--- src/rtl/keypad_scan_ctrl.sv ---
// 4x4 active-low matrix keypad scanner with frame-level debounce.
// Emits one key_flag pulse per accepted press; rearms after release.
module keypad_scan_ctrl #(
    parameter int SCAN_DIV       = 50000,
    parameter int DEBOUNCE_SCANS = 4
) (
    input  logic       clk,
    input  logic       rst,
    input  logic [3:0] row,
    output logic [3:0] col,
    output logic [3:0] value,
    output logic       key_flag,
    output logic       key_held
);

    localparam int DW = (SCAN_DIV > 1) ? $clog2(SCAN_DIV) : 1;
    localparam logic [DW-1:0] DIV_LAST = DW'(SCAN_DIV - 1);
    localparam logic [7:0] DEB = 8'(DEBOUNCE_SCANS);

    typedef enum logic [1:0] {F_EMPTY, F_SINGLE, F_MULTI} frame_e;
    typedef enum logic [1:0] {S_IDLE, S_PRESS_CHK, S_HELD, S_REL_CHK} state_e;

    logic [DW-1:0] div_q, div_d;
    logic [1:0]    idx_q, idx_d;
    frame_e        frm_q, frm_d;
    logic [3:0]    fcode_q, fcode_d;
    state_e        state_q, state_d;
    logic [7:0]    cnt_q, cnt_d;
    logic [3:0]    cand_q, cand_d;
    logic [3:0]    value_q, value_d;
    logic          flag_q, flag_d;
    logic          held_q, held_d;

    logic       tick, resolve;
    logic [3:0] lows;
    logic [1:0] lrow;
    frame_e     base_frm, nxt_frm;
    logic [3:0] nxt_code;
    logic [7:0] cnt_inc;

    function automatic logic [3:0] key_code(input logic [1:0] r, input logic [1:0] c);
        logic [3:0] k;
        unique case ({r, c})
            4'h0: k = 4'h1;  4'h1: k = 4'h2;  4'h2: k = 4'h3;  4'h3: k = 4'hA;
            4'h4: k = 4'h4;  4'h5: k = 4'h5;  4'h6: k = 4'h6;  4'h7: k = 4'hB;
            4'h8: k = 4'h7;  4'h9: k = 4'h8;  4'hA: k = 4'h9;  4'hB: k = 4'hC;
            4'hC: k = 4'hE;  4'hD: k = 4'h0;  4'hE: k = 4'hF;  default: k = 4'hD;
        endcase
        return k;
    endfunction

    assign col      = ~(4'b0001 << idx_q);
    assign value    = value_q;
    assign key_flag = flag_q;
    assign key_held = held_q;

    assign lows    = ~row;
    assign tick    = (div_q == DIV_LAST);
    assign resolve = tick && (idx_q == 2'd3);
    assign cnt_inc = (cnt_q == 8'hFF) ? cnt_q : cnt_q + 8'd1;

    always_comb begin
        lrow = 2'd0;
        for (int i = 3; i >= 0; i--) begin
            if (lows[i]) lrow = 2'(i);
        end
    end

    // Merge this column's sample into the frame accumulated so far.
    always_comb begin
        base_frm = (idx_q == 2'd0) ? F_EMPTY : frm_q;
        nxt_frm  = base_frm;
        nxt_code = fcode_q;
        if (lows != 4'd0) begin
            if ((lows & (lows - 4'd1)) != 4'd0 || base_frm != F_EMPTY) begin
                nxt_frm = F_MULTI;
            end else begin
                nxt_frm  = F_SINGLE;
                nxt_code = key_code(lrow, idx_q);
            end
        end
    end

    always_comb begin
        div_d   = tick ? '0 : div_q + 1'b1;
        idx_d   = tick ? idx_q + 2'd1 : idx_q;
        frm_d   = tick ? nxt_frm : frm_q;
        fcode_d = tick ? nxt_code : fcode_q;
    end

    always_comb begin
        state_d = state_q;
        cnt_d   = cnt_q;
        cand_d  = cand_q;
        value_d = value_q;
        flag_d  = 1'b0;
        held_d  = held_q;
        if (resolve) begin
            unique case (state_q)
                S_IDLE: begin
                    if (nxt_frm == F_SINGLE) begin
                        cand_d  = nxt_code;
                        cnt_d   = 8'd1;
                        state_d = S_PRESS_CHK;
                    end
                end
                S_PRESS_CHK: begin
                    if (nxt_frm == F_SINGLE && nxt_code == cand_q) begin
                        cnt_d = cnt_inc;
                    end else if (nxt_frm == F_SINGLE) begin
                        cand_d = nxt_code;
                        cnt_d  = 8'd1;
                    end else begin
                        cnt_d   = 8'd0;
                        state_d = S_IDLE;
                    end
                end
                S_HELD: begin
                    if (nxt_frm == F_EMPTY) begin
                        cnt_d   = 8'd1;
                        state_d = S_REL_CHK;
                    end
                end
                default: begin
                    if (nxt_frm == F_EMPTY) cnt_d = cnt_inc;
                    else state_d = S_HELD;
                end
            endcase
            // Acceptance is checked on the post-update count so that a
            // single-frame debounce accepts straight out of IDLE/HELD.
            if (state_d == S_PRESS_CHK && cnt_d >= DEB) begin
                value_d = cand_d;
                flag_d  = 1'b1;
                held_d  = 1'b1;
                cnt_d   = 8'd0;
                state_d = S_HELD;
            end else if (state_d == S_REL_CHK && cnt_d >= DEB) begin
                held_d  = 1'b0;
                cnt_d   = 8'd0;
                state_d = S_IDLE;
            end
        end
    end

    always_ff @(posedge clk or posedge rst) begin
        if (rst) begin
            div_q   <= '0;
            idx_q   <= 2'd0;
            frm_q   <= F_EMPTY;
            fcode_q <= 4'd0;
            state_q <= S_IDLE;
            cnt_q   <= 8'd0;
            cand_q  <= 4'd0;
            value_q <= 4'd0;
            flag_q  <= 1'b0;
            held_q  <= 1'b0;
        end else begin
            div_q   <= div_d;
            idx_q   <= idx_d;
            frm_q   <= frm_d;
            fcode_q <= fcode_d;
            state_q <= state_d;
            cnt_q   <= cnt_d;
            cand_q  <= cand_d;
            value_q <= value_d;
            flag_q  <= flag_d;
            held_q  <= held_d;
        end
    end

endmodule
--- config.mk ---
export PLATFORM = sky130hd
export DESIGN_NAME = keypad_scan_ctrl
export DESIGN_NICKNAME = d
export VERILOG_FILES = /design/src/rtl/keypad_scan_ctrl.sv
export SDC_FILE = /design/constraint.sdc
export NUM_CORES = 1
export LEC_CHECK = 0
export CAP_MARGIN = 20
export CORE_MARGIN = 4
export CORE_UTILIZATION = 60
export DETAILED_ROUTE_END_ITERATION = 6
export DONT_BUFFER_PORTS = 1
export PLACE_DENSITY = 0.84
export SYNTH_ARGS = -nofsm -noshare
export SYNTH_HDL_FRONTEND = slang
export SYNTH_SLANG_ARGS = --single-unit
export TNS_END_PERCENT = 1
--- constraint.sdc ---
create_clock -name clk -period 3.2 [get_ports clk]
set_input_delay 0.64 -clock clk [delete_from_list [all_inputs] [get_ports clk]]
set_output_delay 0.64 -clock clk [all_outputs]
set_load 0.02 [all_outputs]
==> reports/results.ini <==
[clock_tree]
clkSlewWorstSetupHoldPaths_ps = 90
cts_sinks = 44
h-tree-depth = 2
clock_path_buffers = 2
insertion_delay_ps = 320
hold_buffers = 0
cts_buffers = 5
cts_tree = yes
clockRootBuffer = clkbuf_8

[sta]
holdWs_ps = 111
period_minus_slack_ps = 2990
timing.final.ws_setup_ps = 214
relSlewSlack = 0.690
max_freq_mhz = 335
worstMarginPinSlew_ps = 464
fin_tns_setup_ps = 0
hold_viol = 0
setup_viol = 0
drv_slew = 0
clock-skew-final_ps = 16.6
timing.final.crit_share = 0.933

[synth]
yosys_warnings = 0
postSynthAreaPerCell_sq_um = 9.33
synth_flop_cell = dfrtp_1
synth-seq-area-share = 0.367
synthesis.area_sq_mm = 0.00300
syn-num-nets = 335
ys_ff_latch = 44
synth-edff-count = 0
synth_cells = 322
yosysUniqueCellTypes = 75
ys_async_sr_fraction = 1.00

[global_route]
grt_usage = 0.235
grt_pass1_vias = 2332
grt_first_pass_wirelength_mm = 11.5
grt_max_degree = 29
antenna_found_initial = 0
grt.overflow.total = 0

[final_layout]
fill_cells = 366
n_antenna_cell = 0
drive_gt1_frac = 0.144
layout.nets = 338
seq_area_sq_mm = 0.00110
final_area_sq_mm = 0.00325
area_growth_pct = 8.21
multi_input_area_sq_mm = 0.00177
mostFrequentLayoutCell = dfrtp_1
post-route-util = 0.679
mostFrequentLayoutCells = dfrtp_1, nand2_1, nor2_1

[run_status]
status = complete, no violations

[die]
fp-row-count = 25
die_h_microns = 78.8
io_pins = 16
die_w_microns = 78.8
die_area_sq_mm = 0.00620
start_util = 0.628
core_sq_mm = 0.00479

[worst_setup_path]
cp_num_buf_inv = 3
cp_cell_sequence = inv_1, ha_1, and3b_1, o211ai_1, a311o_1, nand2_1, o221ai_1, nor3_2, buf_4, a211oi_4, buf_4, mux2_4
cpMaxStageDelayCell = dfrtp_1
path_max_fanout = 7
worstRegToRegCells = 12
path_class = reg -> reg
cpPeakStageDelay_ps = 430
cp.depth = 12
end_kind = register
crit_top_cell = buf_4
arrival_ps = 3180
required_ps = 3390
critPathTopFamily = compound AO/OA/AOI/OAI gates
cp-start-kind = register

[routing]
wl_per_cell_microns = 16.8
antenna_left = 0
drt_iter0_markers = 218
routed_wl_mm = 6.59
dr.pass1.iters = 5
vias = 2510
viasPerCell = 6.39
drc = 0

[placed_design]
port_buffers = 0
postPlaceCellArea_sq_mm = 0.00308
pre_cts_ws_ps = 241
hpwl_mm = 4.77
place_congestion = 0.969

[pwr]
intPower_uw = 836
power_density_mw_per_mm2 = 332
p_leak_uw = 0.00142
ir_drop_mv = 0.520
comb_power_share = 0.059
swShare = 0.225
clkPwrFrac = 0.426
p_seq_frac = 0.515
switchingPower_uw = 243

[min_path]
min_path_type = in -> async

[flow_run]
maxCapViolCount = 0

[cell usage after synthesis (2+ instances only)]
| cell | count | area, sq um |
|---|---|---|
| clkbuf_1 | 10 | 37.5 |
| o21ai_1 | 4 | 20.0 |
| a31oi_1 | 4 | 25.0 |
| a21oi_1 | 16 | 80.1 |
| o21ai_0 | 15 | 75.1 |
| nand2b_1 | 5 | 31.3 |
| and2_1 | 7 | 43.8 |
| nor2_1 | 24 | 90.1 |
| mux2_1 | 5 | 56.3 |
| nor3_1 | 4 | 20.0 |
| inv_1 | 15 | 56.3 |
| nand2_1 | 27 | 101 |
| o21a_1 | 2 | 15.0 |
| mux2_4 | 4 | 60.1 |
| ha_1 | 7 | 87.6 |
| o211ai_1 | 2 | 15.0 |
| nand2_2 | 2 | 12.5 |
| xnor2_1 | 10 | 87.6 |
| a32o_1 | 2 | 20.0 |
| a311oi_1 | 2 | 17.5 |
| o21bai_1 | 3 | 22.5 |
| buf_2 | 4 | 20.0 |
| nand4b_1 | 3 | 26.3 |
| and3_1 | 9 | 56.3 |
| a41oi_1 | 2 | 17.5 |
| nand3_1 | 13 | 65.1 |
| o21ba_1 | 2 | 20.0 |
| a2111oi_0 | 2 | 17.5 |
| mux2i_1 | 6 | 60.1 |
| nor2b_1 | 2 | 12.5 |
| nor4_1 | 4 | 25.0 |
| o211a_4 | 2 | 35.0 |
| dfrtp_1 | 44 | 1100 |
| a211oi_1 | 7 | 52.6 |
| mux2_2 | 3 | 33.8 |
| nand4_1 | 2 | 12.5 |
| xor2_1 | 9 | 78.8 |
[power groups by stage]
stage | sequential [uW] | clock, uW | combinational, uW
3_3_place_gp | 567 | 0 | 58.3
3_5_place_dp | 567 | 0 | 59.4
6_report | 555 | 460 | 63.8
2_1_floorplan | 567 | 0 | 53.8
5_1_grt | 556 | 495 | 70.3
4_1_cts | 555 | 469 | 59.7
[final cells by class]
type,count,share of cell area
Clock buffer,6,0.0254
Clock inverter,2,0.0119
Multi-Input combinational cell,246,0.545
Inverter,15,0.0173
Sequential cell,44,0.339
Tap cell,67,0.0258
Timing Repair Buffer,13,0.0362
[per-stage QoR]
stage | instances | total power (uW)
global route | 393 | 1120
global placement | 382 | 625
finish | 393 | 1080
floorplan | 322 | 620
detailed placement | 382 | 626
CTS | 390 | 1080
[per-layer routing]
layer,share of wire,vias up,wire [microns],GRT usage
met3,0.085,18,561,0.0544
met4,0.024,0,160,0.0979
met1,0.45,1200,2960,0.341
met2,0.44,115,2900,0.338
li1,-,1177,-,-
met5,0,-,0,0
[worst reg2reg max path: stages (launching register included)]
cell,delay (ps)
dfrtp_1,430
inv_1,130
ha_1,300
and3b_1,210
o211ai_1,170
a311o_1,240
nand2_1,160
o221ai_1,300
nor3_2,60
buf_4,150
a211oi_4,220
buf_4,190
mux2_4,300
[kinds of logic after synthesis]
logic type | count (synthesis) | share of synthesized area
AO/OA/AOI/OAI | 88 | 0.228
XOR/XNOR | 19 | 0.0554
adder cells (fa/ha/maj) | 7 | 0.0292
buffers and inverters | 32 | 0.0454
flip-flops | 44 | 0.367
multiplexers | 18 | 0.0700
AND/OR/NAND/NOR | 114 | 0.206
[path summary, 6_finish.rpt]
kind	startpoint	end	slack, ps
hold / removal	rst	cnt_q[5]$_DFFE_PP0P_	110
setup reg to reg	idx_q[1]$_DFFE_PP0N_	value[2]$_DFFE_PP0P_	210
max in group asynchronous	rst	div_q[9]$_DFF_PP0_	2410
hold reg to reg	div_q[0]$_DFF_PP0_	div_q[0]$_DFF_PP0_	460
setup / recovery	idx_q[1]$_DFFE_PP0N_	value[2]$_DFFE_PP0P_	210
min in group clk	div_q[0]$_DFF_PP0_	div_q[0]$_DFF_PP0_	460
[flip-flops by register name (all words and copies together), names as in the netlist]
name and cells:
cnt_q 8, value 4, cand_q 4, key_flag 1, idx_q 2, state_q 2, key_held 1, fcode_q 4
div_q 16, frm_q 2
[what timing repair did]
action | 4_1_cts | 5_1_grt
setup endpoints to repair | 0 | 6
gates resized for setup | 0 | 3
setup buffers | 0 | 2
Note: power is estimated with default switching activity, not from simulation.
